===== config.mk =====
export PLATFORM = sky130hd
export DESIGN_NAME = dm_access_ctrl
export DESIGN_NICKNAME = d
export VERILOG_FILES = /design/src/rtl/dm_access_ctrl.sv
export SDC_FILE = /design/constraint.sdc
export NUM_CORES = 1
export LEC_CHECK = 0
export BUFFER_PORTS_ARGS = -buffer_cell sky130_fd_sc_hd__buf_2
export CORE_ASPECT_RATIO = 0.9
export CORE_MARGIN = 3
export CORE_UTILIZATION = 50
export DETAILED_ROUTE_END_ITERATION = 10
export HOLD_SLACK_MARGIN = 0.06
export PLACE_DENSITY_LB_ADDON = 0.15
export REMOVE_ABC_BUFFERS = 1
export SYNTH_ARGS = -nofsm -noshare
export SYNTH_HDL_FRONTEND = slang
export SYNTH_SLANG_ARGS = --single-unit

===== constraint.sdc =====
create_clock -name clk -period 11.65 [get_ports clk]
set_input_delay 0.5825 -clock clk [delete_from_list [all_inputs] [get_ports clk]]
set_output_delay 0.5825 -clock clk [all_outputs]
set_load 0.02 [all_outputs]

===== src/rtl/dm_access_ctrl.sv =====
// Data-memory access controller: word loads/stores, byte/half loads with extension,
// and byte/half stores performed as read-modify-write on a word-only memory.
module dm_access_ctrl (
    input  logic        clk,
    input  logic        rst,
    input  logic        req,
    input  logic        we,
    input  logic [1:0]  size,
    input  logic        sext,
    input  logic [31:0] addr,
    input  logic [31:0] wdata,
    output logic        busy,
    output logic        done,
    output logic        exc,
    output logic [31:0] rdata,
    output logic [31:0] mem_A,
    output logic [31:0] mem_WD,
    output logic        mem_Wr,
    input  logic [31:0] mem_DR
);

    // state  | meaning
    // IDLE   | waiting for req; ACCESS | read or word write; WRITE | RMW word write
    // DONE   | completion pulse; ERR | misaligned/reserved access pulse
    typedef enum logic [2:0] {
        S_IDLE,
        S_ACCESS,
        S_WRITE,
        S_DONE,
        S_ERR
    } state_t;

    state_t      state;
    state_t      next;

    logic        we_q;
    logic [1:0]  size_q;
    logic        sext_q;
    logic [31:0] addr_q;
    logic [31:0] wdata_q;
    logic [31:0] merge_q;

    logic        misaligned;
    logic        sub_store;
    logic [31:0] word_addr;
    logic [7:0]  byte_lane;
    logic [15:0] half_lane;
    logic [31:0] load_val;
    logic [31:0] merge_val;

    assign misaligned = (size == 2'd3)
                      | ((size == 2'd2) & (addr[1:0] != 2'b00))
                      | ((size == 2'd1) & addr[0]);

    assign sub_store = we_q & (size_q != 2'd2);
    assign word_addr = {addr_q[31:2], 2'b00};

    always_comb begin
        byte_lane = mem_DR[7:0];
        case (addr_q[1:0])
            2'd0: byte_lane = mem_DR[7:0];
            2'd1: byte_lane = mem_DR[15:8];
            2'd2: byte_lane = mem_DR[23:16];
            2'd3: byte_lane = mem_DR[31:24];
            default: byte_lane = mem_DR[7:0];
        endcase
        half_lane = addr_q[1] ? mem_DR[31:16] : mem_DR[15:0];
    end

    always_comb begin
        load_val = mem_DR;
        case (size_q)
            2'd0: load_val = {{24{sext_q & byte_lane[7]}}, byte_lane};
            2'd1: load_val = {{16{sext_q & half_lane[15]}}, half_lane};
            default: load_val = mem_DR;
        endcase
    end

    // Replace only the addressed lane; the rest of the word comes from memory.
    always_comb begin
        merge_val = mem_DR;
        if (size_q == 2'd0) begin
            case (addr_q[1:0])
                2'd0: merge_val[7:0]   = wdata_q[7:0];
                2'd1: merge_val[15:8]  = wdata_q[7:0];
                2'd2: merge_val[23:16] = wdata_q[7:0];
                2'd3: merge_val[31:24] = wdata_q[7:0];
                default: merge_val = mem_DR;
            endcase
        end else if (addr_q[1]) begin
            merge_val[31:16] = wdata_q[15:0];
        end else begin
            merge_val[15:0] = wdata_q[15:0];
        end
    end

    always_ff @(posedge clk or posedge rst) begin
        if (rst) begin
            state <= S_IDLE;
        end else begin
            state <= next;
        end
    end

    always_ff @(posedge clk or posedge rst) begin
        if (rst) begin
            we_q    <= 1'b0;
            size_q  <= 2'd0;
            sext_q  <= 1'b0;
            addr_q  <= 32'd0;
            wdata_q <= 32'd0;
            merge_q <= 32'd0;
            rdata   <= 32'd0;
        end else begin
            if (state == S_IDLE && req) begin
                we_q    <= we;
                size_q  <= size;
                sext_q  <= sext;
                addr_q  <= addr;
                wdata_q <= wdata;
            end
            if (state == S_ACCESS) begin
                if (!we_q) begin
                    rdata <= load_val;
                end else if (sub_store) begin
                    merge_q <= merge_val;
                end
            end
        end
    end

    // Outputs decode from state only, so reset clears them without waiting for an edge.
    always_comb begin
        next   = state;
        busy   = (state != S_IDLE);
        done   = 1'b0;
        exc    = 1'b0;
        mem_A  = 32'd0;
        mem_WD = 32'd0;
        mem_Wr = 1'b0;
        case (state)
            S_IDLE: begin
                if (req) begin
                    next = misaligned ? S_ERR : S_ACCESS;
                end
            end
            S_ACCESS: begin
                mem_A = word_addr;
                if (sub_store) begin
                    next = S_WRITE;
                end else begin
                    next = S_DONE;
                    if (we_q) begin
                        mem_Wr = 1'b1;
                        mem_WD = wdata_q;
                    end
                end
            end
            S_WRITE: begin
                mem_A  = word_addr;
                mem_Wr = 1'b1;
                mem_WD = merge_q;
                next   = S_DONE;
            end
            S_DONE: begin
                done = 1'b1;
                next = S_IDLE;
            end
            S_ERR: begin
                exc  = 1'b1;
                next = S_IDLE;
            end
            default: begin
                next = S_IDLE;
            end
        endcase
    end

endmodule


==> metrics.txt <==
CTS tree=yes; most common cell after layout, fill and taps aside=buf_2; Ports=203; initial cell density of the core=51.8%; Worst setup endpoint=mem_WD[24]; fin area=0.00823 mm^2; Hold Path Class=input port to async pin; die area=0.0148 mm^2; final WL=18100 um; setup bufs post-CTS=0; cts bufs inserted=17; ys flop type=dfrtp_1; vias in the first global route=5561; clk slew on worst S/H paths=0.05 ns; EDFF count, synth=0; cell row count=39; simple-gate share of the synthesized area=15.4%; placed cell count=942; post-synthesis register bit count=135; H-tree levels=4; Slew headroom=16.5%; crit path time final=3.16 ns; Internal=1.53 mW; final cell count without fillers=971; GRT Util Overall=24.9%; worst slew pin tran=1.25 ns; max-slew violation count=0; syn_area_per_cell=10.8 um^2; Setup WS pre-CTS=8.95 ns; Cell Area, Placed=0.00771 mm^2; hold_buf cts=0; 1st-pass router iterations=5; Layout area overhead=23.4%; layout cells sized above 1=40.0%; Critical Path Source=state[0]; Die X=128 um; Worst Path Required=11.07 ns; Max-cap violations=0; largest net degree at the start of global routing=71; R2R Setup Slk=8.93 ns; Via density=5.64; Power Total=2.64 mW; P_sw=1.11 mW; initial antenna violation count=0; Clock Power Share=18.2%; adder-cell share of the synthesized area=0%; deepest clock path buffer count=2; IO Port Bufs=200; switching part of the total=42.1%; Worst IR Drop VDD=0.000261 V; post_cts resized=0; nets=900; CP startpoint kind=flip-flop; Core ar.=0.0129 mm^2; DIE HEIGHT=116 um; Synth Area in Compound Gates=14.4%; WL per Instance=18.7 um; crit-path max FO=23; DP HPWL=12800 um; clk_lat worst skew=0.41 ns; Power Dens Cells=320 mW/mm^2; DR DRC count=0; crit path DAT=2.57 ns; Setup Skew=0.00577 ns; commonest non-fill, non-tap cells in the layout=buf_2, dfrtp_1, mux2_2, nand2_1, o21ai_0; setup_tns=0 ns; Clock Tree Root=clkbuf_16; post-synthesis instance total=618; via total after detailed routing=5472; endpoints failing hold=0; Post-DRT Antenna Nets=0; # diodes=0; mux contribution to synthesized area=15.4%; Clock Sinks=135; post-synthesis sequential area ratio=50.6%; status=finished, final reports clean; fin crit share=27.1%; Leak=3.96 nW; fmax=317 MHz; main combinational cell family by area after synthesis=simple AND/OR/NAND/NOR gates; Placer Congestion=0.846; first-pass GRT wire length=28600 um; RSZ-0062 raised after global routing=false; Yosys warnings=0; r2r worst-path depth=4; xor/xnor share of the synthesized area=0.131%; sequential share of power=33.4%; Synth cell types=48; GRT overflow=0; Final Setup Violations=0; Initial DRC Count=346; worst setup path class=flip-flop to output port; R2R Path End=rdata[3]; Worst setup EP type=output port; final setup margin=8.49 ns; Logic pwr share=48.4%; mapped cell area=0.00668 mm^2; Post-synth ARST share=100%; start of the worst register-to-register path=size_q[0]
-- cell families (layout without fill, tap and decap cells) --
kind of cell           Yosys count  after routing
multiplexers                    92             92
other                            1              2
AND/OR/NAND/NOR                198            198
flip-flops                     135            135
buffers and inverters           53            241
XOR/XNOR                         1              1
AO/OA/AOI/OAI                  138            138
-- area by class of cell --
type                            count  area (um^2)
Timing Repair Buffer              208         1060
Inverter                            4         20.0
Tap cell                          164          205
Sequential cell                   135         3380
Clock inverter                      5         50.0
Fill cell                        1089         4650
Clock buffer                       24          472
Multi-Input combinational cell    431         3050
-- cells in the mapped netlist, types with 2 or more instances --
master | count | area [um^2]
dfrtp_1 | 135 | 3380
mux2_2 | 74 | 833
nand2_1 | 63 | 236
o21ai_0 | 53 | 265
nand3_1 | 39 | 195
and2_1 | 37 | 231
a22o_1 | 32 | 280
clkbuf_1 | 20 | 75.1
buf_2 | 17 | 85.1
mux2i_1 | 17 | 170
nor2_1 | 16 | 60.1
nor2b_1 | 15 | 93.8
o22ai_1 | 15 | 93.8
buf_4 | 11 | 82.6
nor3b_1 | 8 | 60.1
a22oi_1 | 6 | 45.0
o211ai_1 | 6 | 45.0
a21oi_1 | 5 | 25.0
a211oi_2 | 4 | 50.1
inv_1 | 4 | 15.0
nand2b_1 | 4 | 25.0
a211oi_1 | 3 | 22.5
nor3_1 | 3 | 15.0
o21ai_1 | 3 | 15.0
a221oi_1 | 2 | 17.5
nand3b_1 | 2 | 15.0
nor3b_2 | 2 | 25.0
o2bb2ai_1 | 2 | 17.5
-- power groups by stage --
stage	Clock (mW)	Sequential [mW]	Combinational, mW
3_3_place_gp	0	0.880	1.25
5_1_grt	0.510	0.915	1.39
4_1_cts	0.488	0.882	1.28
2_1_floorplan	0	0.911	0.818
3_5_place_dp	0	0.890	1.28
6_report	0.479	0.881	1.28
-- state kept, by name (all words and copies together), names as in the netlist --
| signal | count |
|---|---|
| addr_q | 32 |
| merge_q | 32 |
| rdata | 32 |
| wdata_q | 32 |
| state | 3 |
| size_q | 2 |
| sext_q | 1 |
| we_q | 1 |
-- worst min path at each step --
stage | slack (ns) | start | end
3_3_place_gp | 0.47 | merge_q[15] | merge_q[15]
2_1_floorplan | 0.45 | merge_q[10] | merge_q[10]
4_1_cts | 0.27 | rst | addr_q[12]
6_report | 0.25 | rst | addr_q[20]
3_5_place_dp | 0.47 | merge_q[2] | merge_q[2]
5_1_grt | 0.30 | rst | addr_q[20]
-- worst max-delay path: stages, from the launching register on --
cell and delay, ns:
dfrtp_1 0.47, nor3b_2 0.33, and4b_1 0.61, buf_4 0.39, a22o_1 0.19, buf_2 0.16
-- metrics by stage --
step,utilization [%],hold WS [ns]
after floorplan,-,0.450
after global placement,59.9,0.465
after detailed placement,59.9,0.472
after CTS,63.9,0.270
after global routing,63.9,0.297
final,63.9,0.245
-- metal layers --
layer  share of wire, %  GRT usage [%]  wire [um]  up-vias
met1                 41           32.2       7410     2643
met3                8.5           6.96       1530       27
met4                1.9           8.27        351        0
met5                  0              0          0        -
met2                 49           40.9       8830      237
li1                   -              -          -     2565
(Power assumes the default switching activity.)
